## src/rtl/wm8731_cfg_pkg.sv

```systemverilog
// Shared types and defaults for the WM8731 configuration I2C master.
package wm8731_cfg_pkg;

    typedef enum logic [2:0] {
        ST_IDLE    = 3'd0,
        ST_FETCH   = 3'd1,
        ST_START   = 3'd2,
        ST_BYTE    = 3'd3,
        ST_ACK     = 3'd4,
        ST_STOP    = 3'd5,
        ST_ERRSTOP = 3'd6
    } state_e;

    localparam logic [6:0]  DEF_DEV_ADDR = 7'h1A;
    localparam int unsigned DEF_LUT_SIZE = 10;
    localparam int unsigned MAX_RETRY    = 3;

    // Byte sel of a three-byte write frame: address+W, register byte, data byte.
    function automatic logic [7:0] frame_byte(input logic [1:0] sel,
                                              input logic [6:0] dev,
                                              input logic [15:0] word);
        case (sel)
            2'd0:    frame_byte = {dev, 1'b0};
            2'd1:    frame_byte = word[15:8];
            default: frame_byte = word[7:0];
        endcase
    endfunction

endpackage

```

## src/rtl/wm8731_i2c_tick.sv

```systemverilog
// Quarter-bit tick generator: one-cycle pulse every QMAX+1 enabled cycles.
module wm8731_i2c_tick #(
    parameter int unsigned QMAX = 124
) (
    input  logic clk_i,
    input  logic rst_i,
    input  logic en_i,
    input  logic clr_i,
    output logic tick_o
);
    localparam int unsigned W  = (QMAX > 0) ? $clog2(QMAX + 1) : 1;
    localparam logic [W-1:0] QV = W'(QMAX);

    logic [W-1:0] cnt_q;
    logic [W-1:0] cnt_d;

    always_comb begin
        cnt_d = cnt_q;
        if (clr_i || !en_i) begin
            cnt_d = '0;
        end else if (cnt_q == QV) begin
            cnt_d = '0;
        end else begin
            cnt_d = cnt_q + W'(1);
        end
    end

    always_ff @(posedge clk_i) begin
        if (rst_i) begin
            cnt_q <= '0;
        end else begin
            cnt_q <= cnt_d;
        end
    end

    assign tick_o = en_i && !clr_i && (cnt_q == QV);

endmodule

```

## src/rtl/wm8731_cfg_i2c_master.sv

```systemverilog
// Walks the WM8731 config table and writes each word over I2C.
// Optional NACK retry is enabled by defining WM8731_CFG_RETRY_EN.
module wm8731_cfg_i2c_master
    import wm8731_cfg_pkg::*;
#(
    parameter int unsigned CLK_FREQ = 50_000_000,
    parameter int unsigned I2C_FREQ = 100_000,
    parameter logic [6:0]  DEV_ADDR = DEF_DEV_ADDR,
    parameter int unsigned LUT_SIZE = DEF_LUT_SIZE
) (
    input  logic        iCLK,
    input  logic        iRST,
    input  logic        iSTART,
    output logic [7:0]  LUT_INDEX,
    input  logic [15:0] LUT_DATA,
    output logic        oI2C_SCL,
    output logic        oI2C_SDA_OE,
    input  logic        iI2C_SDA,
    output logic        oBUSY,
    output logic        oDONE,
    output logic        oERR
);
    localparam int unsigned QMAX     = CLK_FREQ / (4 * I2C_FREQ) - 1;
    localparam logic [7:0]  LAST_IDX = 8'(LUT_SIZE - 1);

    state_e      state_q;
    logic [7:0]  idx_q;
    logic [15:0] word_q;
    logic [7:0]  sh_q;
    logic [1:0]  qph_q;
    logic [2:0]  bit_q;
    logic [1:0]  byte_q;
    logic        fetch_q;
    logic        ack_q;
    logic [1:0]  sda_sync_q;
    logic        scl_q, oe_q, busy_q, done_q, err_q;
`ifdef WM8731_CFG_RETRY_EN
    logic [1:0]  retry_cnt_q;
    logic        retry_q;
`endif

    logic       tick_s;
    logic       tick_clr_s;
    logic [1:0] nxt_sel_s;
    logic [7:0] nxt_byte_s;

    // The counter is parked at zero during FETCH so START begins on a full quarter.
    assign tick_clr_s = (state_q == ST_IDLE) || (state_q == ST_FETCH);
    assign nxt_sel_s  = (state_q == ST_ACK) ? byte_q + 2'd1 : 2'd0;
    assign nxt_byte_s = frame_byte(nxt_sel_s, DEV_ADDR, word_q);

    wm8731_i2c_tick #(.QMAX(QMAX)) u_tick (
        .clk_i  (iCLK),
        .rst_i  (iRST),
        .en_i   (busy_q),
        .clr_i  (tick_clr_s),
        .tick_o (tick_s)
    );

    always_ff @(posedge iCLK) begin
        if (iRST) begin
            sda_sync_q <= 2'b11;
        end else begin
            sda_sync_q <= {sda_sync_q[0], iI2C_SDA};
        end
    end

    // Every transition out of a bus state happens on the q3 tick, so qph wraps to 0 on entry.
    always_ff @(posedge iCLK) begin
        if (iRST) begin
            state_q <= ST_IDLE;
            idx_q   <= 8'd0;
            word_q  <= 16'd0;
            sh_q    <= 8'd0;
            qph_q   <= 2'd0;
            bit_q   <= 3'd0;
            byte_q  <= 2'd0;
            fetch_q <= 1'b0;
            ack_q   <= 1'b1;
            scl_q   <= 1'b1;
            oe_q    <= 1'b0;
            busy_q  <= 1'b0;
            done_q  <= 1'b0;
            err_q   <= 1'b0;
`ifdef WM8731_CFG_RETRY_EN
            retry_cnt_q <= 2'd0;
            retry_q     <= 1'b0;
`endif
        end else begin
            case (state_q)
                ST_IDLE: begin
                    if (iSTART) begin
                        state_q <= ST_FETCH;
                        idx_q   <= 8'd0;
                        fetch_q <= 1'b0;
                        qph_q   <= 2'd0;
                        busy_q  <= 1'b1;
                        done_q  <= 1'b0;
                        err_q   <= 1'b0;
`ifdef WM8731_CFG_RETRY_EN
                        retry_cnt_q <= 2'd0;
                        retry_q     <= 1'b0;
`endif
                    end
                end
                ST_FETCH: begin
                    fetch_q <= 1'b1;
                    if (fetch_q) begin
                        fetch_q <= 1'b0;
                        word_q  <= LUT_DATA;
                        byte_q  <= 2'd0;
                        qph_q   <= 2'd0;
                        state_q <= ST_START;
                    end
                end
                ST_START: begin
                    if (tick_s) begin
                        qph_q <= qph_q + 2'd1;
                        if (qph_q == 2'd1) begin
                            oe_q <= 1'b1;
                        end
                        if (qph_q == 2'd3) begin
                            state_q <= ST_BYTE;
                            bit_q   <= 3'd7;
                            sh_q    <= nxt_byte_s;
                            scl_q   <= 1'b0;
                            oe_q    <= ~nxt_byte_s[7];
                        end
                    end
                end
                ST_BYTE: begin
                    if (tick_s) begin
                        qph_q <= qph_q + 2'd1;
                        case (qph_q)
                            2'd1: scl_q <= 1'b1;
                            2'd3: begin
                                scl_q <= 1'b0;
                                if (bit_q == 3'd0) begin
                                    state_q <= ST_ACK;
                                    oe_q    <= 1'b0;
                                end else begin
                                    bit_q <= bit_q - 3'd1;
                                    sh_q  <= {sh_q[6:0], 1'b0};
                                    oe_q  <= ~sh_q[6];
                                end
                            end
                            default: ;
                        endcase
                    end
                end
                ST_ACK: begin
                    if (tick_s) begin
                        qph_q <= qph_q + 2'd1;
                        case (qph_q)
                            2'd1: scl_q <= 1'b1;
                            2'd2: ack_q <= sda_sync_q[1];
                            2'd3: begin
                                scl_q <= 1'b0;
                                if (!ack_q) begin
                                    if (byte_q == 2'd2) begin
                                        state_q <= ST_STOP;
                                        oe_q    <= 1'b1;
`ifdef WM8731_CFG_RETRY_EN
                                        retry_cnt_q <= 2'd0;
`endif
                                    end else begin
                                        state_q <= ST_BYTE;
                                        byte_q  <= byte_q + 2'd1;
                                        bit_q   <= 3'd7;
                                        sh_q    <= nxt_byte_s;
                                        oe_q    <= ~nxt_byte_s[7];
                                    end
                                end else begin
                                    oe_q <= 1'b1;
`ifdef WM8731_CFG_RETRY_EN
                                    if (retry_cnt_q < 2'(MAX_RETRY)) begin
                                        retry_cnt_q <= retry_cnt_q + 2'd1;
                                        retry_q     <= 1'b1;
                                        state_q     <= ST_STOP;
                                    end else begin
                                        state_q <= ST_ERRSTOP;
                                    end
`else
                                    state_q <= ST_ERRSTOP;
`endif
                                end
                            end
                            default: ;
                        endcase
                    end
                end
                ST_STOP, ST_ERRSTOP: begin
                    if (tick_s) begin
                        qph_q <= qph_q + 2'd1;
                        case (qph_q)
                            2'd0: scl_q <= 1'b1;
                            2'd1: oe_q  <= 1'b0;
                            2'd3: begin
                                // Index advance is folded into the STOP's last quarter.
                                if (state_q == ST_ERRSTOP) begin
                                    state_q <= ST_IDLE;
                                    busy_q  <= 1'b0;
                                    err_q   <= 1'b1;
`ifdef WM8731_CFG_RETRY_EN
                                end else if (retry_q) begin
                                    retry_q <= 1'b0;
                                    state_q <= ST_FETCH;
`endif
                                end else if (idx_q == LAST_IDX) begin
                                    state_q <= ST_IDLE;
                                    busy_q  <= 1'b0;
                                    done_q  <= 1'b1;
                                end else begin
                                    idx_q   <= idx_q + 8'd1;
                                    state_q <= ST_FETCH;
                                end
                            end
                            default: ;
                        endcase
                    end
                end
                default: state_q <= ST_IDLE;
            endcase
        end
    end

    assign LUT_INDEX   = idx_q;
    assign oI2C_SCL    = scl_q;
    assign oI2C_SDA_OE = oe_q;
    assign oBUSY       = busy_q;
    assign oDONE       = done_q;
    assign oERR        = err_q;

endmodule

```

## config.mk

```make
export PLATFORM = sky130hd
export DESIGN_NAME = wm8731_cfg_i2c_master
export DESIGN_NICKNAME = d
export VERILOG_FILES = /design/src/rtl/wm8731_cfg_pkg.sv /design/src/rtl/wm8731_i2c_tick.sv /design/src/rtl/wm8731_cfg_i2c_master.sv
export SDC_FILE = /design/constraint.sdc
export NUM_CORES = 1
export LEC_CHECK = 0
export CAP_MARGIN = 25
export CORE_MARGIN = 2
export CORE_UTILIZATION = 30
export DETAILED_ROUTE_END_ITERATION = 6
export PLACE_DENSITY_LB_ADDON = 0.3
export SLEW_MARGIN = 20
export SYNTH_ARGS = -nofsm -noshare
export SYNTH_HDL_FRONTEND = slang
export SYNTH_SLANG_ARGS = --single-unit
```

## constraint.sdc

```tcl
create_clock -name iCLK -period 2.4 [get_ports iCLK]
set_input_delay 0.6 -clock iCLK [delete_from_list [all_inputs] [get_ports iCLK]]
set_output_delay 0.6 -clock iCLK [all_outputs]
set_load 0.01 [all_outputs]
```

==> impl_metrics.tcl, run 1 <==
set metrics [dict create \
    outcome "complete, no violations" \
    antenna_left 0 \
    clockRootBuffer "clkbuf_8" \
    drt_iter0_drc 147 \
    syn-num-nets 381 \
    synth_top_cell_area_share 0.404 \
    holdBufCountCts 0 \
    hold_path_class "reg2reg" \
    gr-total-overflow 0 \
    cts_made_buffers 9 \
    period_minus_slack_ps 2080 \
    end_kind "flip-flop" \
    fin_skew_ps 8.82 \
    layout-drive-gt1-share 0.0997 \
    cts_sinks 57 \
    fin_crit_sh 0.868 \
    hpwl_mm 4.48 \
    max-vdd-ir-drop_mv 0.248 \
    synth_compound_area_frac 0.205 \
    fin_nets 417 \
    total_power_mw 2.11 \
    yosys.area_share.simple 0.251 \
    cp.arrival_ps 2340 \
    grt_max_degree 37 \
    clk_pin_slew_worst_paths_ps 70 \
    synthAdderAreaFrac 0.0488 \
    cts_resized 0 \
    syn_area_um2 2820 \
    top_layer "met4" \
    ys_seq_elements 57 \
    cts_buffer_depth 2 \
    synth_top_family_by_area "simple AND/OR/NAND/NOR gates" \
    num_antenna_cells 0 \
    ys_warn_count 0 \
    grt_usage 0.133 \
    first_global_vias 2406 \
    grt_antenna_before_repair 0 \
    die_area_um2 10200 \
    cap_viol_max_count 0 \
    grt_pass1_wl_mm 10.9 \
    maxSlewViolCount 0 \
    ys_top_cells_by_area "dfxtp_1 40%, a21oi_1 8.5%, nand2_1 6.8%" \
    dr.pass1.iters 4 \
    wl_met2_mm 2.80 \
    critical_path_class "reg2reg" \
    num_rows 35 \
    start_util 0.307 \
    numPortBuffers 32 \
    final_core_util 0.378 \
    power_density_nw_per_um2 607 \
    htreeDepth 3 \
    ios 33 \
    post_cts_buffers 0 \
    drc 0 \
    synth-seq-area-share 0.404 \
    tritoncts "built" \
    synthXorXnorAreaFrac 0.0310 \
    wl_met3_um 343 \
    wl_per_cell_um 12.4 \
    vias_per_cell 5.01 \
    fmax_mhz 480 \
    worst_pin_slew_ps 613 \
    relSlewSlack 0.587 \
    cp_max_fo 17 \
    worstSkewPairLatency_ps 330 \
    yosysTopAreaCell "dfxtp_1" \
    setup_viol 0 \
    synth_cell_types 53 \
    die_w_um 101 \
    startpoint_type "flip-flop" \
    async_reset_ff_frac 0 \
    syn_to_final_growth_pct 23.3 \
    synth_edf_count 0 \
    muxShareOfSynthArea 0.00709 \
    setup-tns-final_ps 0 \
    routed_wl_mm 6.23 \
    die_h_um 101 \
    layout_common_cells "57 x dfxtp_1, 51 x nand2_1, 48 x a21oi_1" \
    final_common_cell "dfxtp_1" \
    rsz0062_at_grt "false" \
    coreArea_um2 9200 \
    synth_area_per_cell_um2 8.06 \
    crit_required_ps 2660 \
    netlist_instances 350 \
    synth_ff_type "dfxtp_1" \
    hold_violations 0 \
    power.leakage_nw 1.17 \
    vias 2513 \
    wirelength_met1_mm 2.97 \
    gp_congestion 0.791 \
]
-- kinds of logic after synthesis --
group | Yosys count
AOI/OAI and AO/OA | 93
and+or+nand+nor | 146
adders and majority gates | 11
buffers and inverters | 31
xor gates and xnor gates | 10
DFF | 57
muxes | 2
-- synth_stat cells, types with 7 or more instances --
cell type,n
dfxtp_1,57
ha_1,11
inv_1,14
clkbuf_1,11
nand3_1,17
a211oi_1,7
a21oi_1,48
nor2_1,32
o21ai_0,13
nand2_1,51
nand4_1,8
xor2_1,8
nand2b_1,7
-- report_power, final --
part / switching (mW) / internal [mW] / total [mW]
Sequential: 0.0131 / 0.961 / 0.974
Clock: 0.399 / 0.584 / 0.983
Combinational: 0.0817 / 0.0728 / 0.155
Total: 0.494 / 1.62 / 2.11
-- layer usage --
metal,global-route usage,up-vias
li1,-,1301
met1,0.174,1135
met2,0.212,65
met3,0.0277,12
met4,0.0593,0
met5,0,-
-- stage by stage --
stage | setup slack [ps] | hold slack (ps) | instance area (um^2) | std cells
4_1_cts | 288 | 420 | 3480 | 502
3_3_place_gp | 321 | 399 | 3260 | 486
2_1_floorplan | 539 | 389 | 2820 | 350
6_report | 317 | 413 | 3480 | 502
5_1_grt | 69.9 | 456 | 3480 | 502
3_5_place_dp | 315 | 400 | 3260 | 486
-- worst max-delay path: stages, from the launching register on --
cell      delay (ps)
dfxtp_1          400
inv_1            160
ha_1             590
nor2b_1           90
a31o_2           230
a211oi_1         240
o21ai_0          140
o21bai_1         150
-- path summary, 6_finish.rpt --
| check | start | endpoint | slack [ps] | cells after the start |
|---|---|---|---|---|
| hold / removal | sda_sync_q[0] | sda_sync_q[1] | 410 | 1 |
| setup reg to reg | byte_q[0] | oI2C_SDA_OE | 320 | 7 |
| hold reg to reg | sda_sync_q[0] | sda_sync_q[1] | 410 | 1 |
| setup / recovery | byte_q[0] | oI2C_SDA_OE | 320 | 7 |
-- layout make-up --
| type | count | area [um^2] |
|---|---|---|
| clock buffer | 9 | 124 |
| clock inverter | 7 | 95.1 |
| fill | 981 | 5720 |
| inverter | 14 | 52.6 |
| multi-input combinational | 262 | 1530 |
| sequential | 57 | 1140 |
| tap | 111 | 139 |
| timing repair buffer | 42 | 395 |
-- state kept, by name, indices dropped and copies added (netlist names) --
signal        flops
LUT_INDEX         8
ack_q             1
bit_q             3
byte_q            2
fetch_q           1
oBUSY             1
oDONE             1
oERR              1
oI2C_SCL          1
oI2C_SDA_OE       1
qph_q             2
sda_sync_q        2
sh_q              7
state_q           3
u_tick.cnt_q      7
word_q           16
No activity file was read; power rests on OpenSTA's default activity.
==> run 2: changes to the inputs <==
CAP_MARGIN = not set   (was 25)
==> results of run 2 <==
The final DEF is identical to that of run 1; final timing and power are the same.
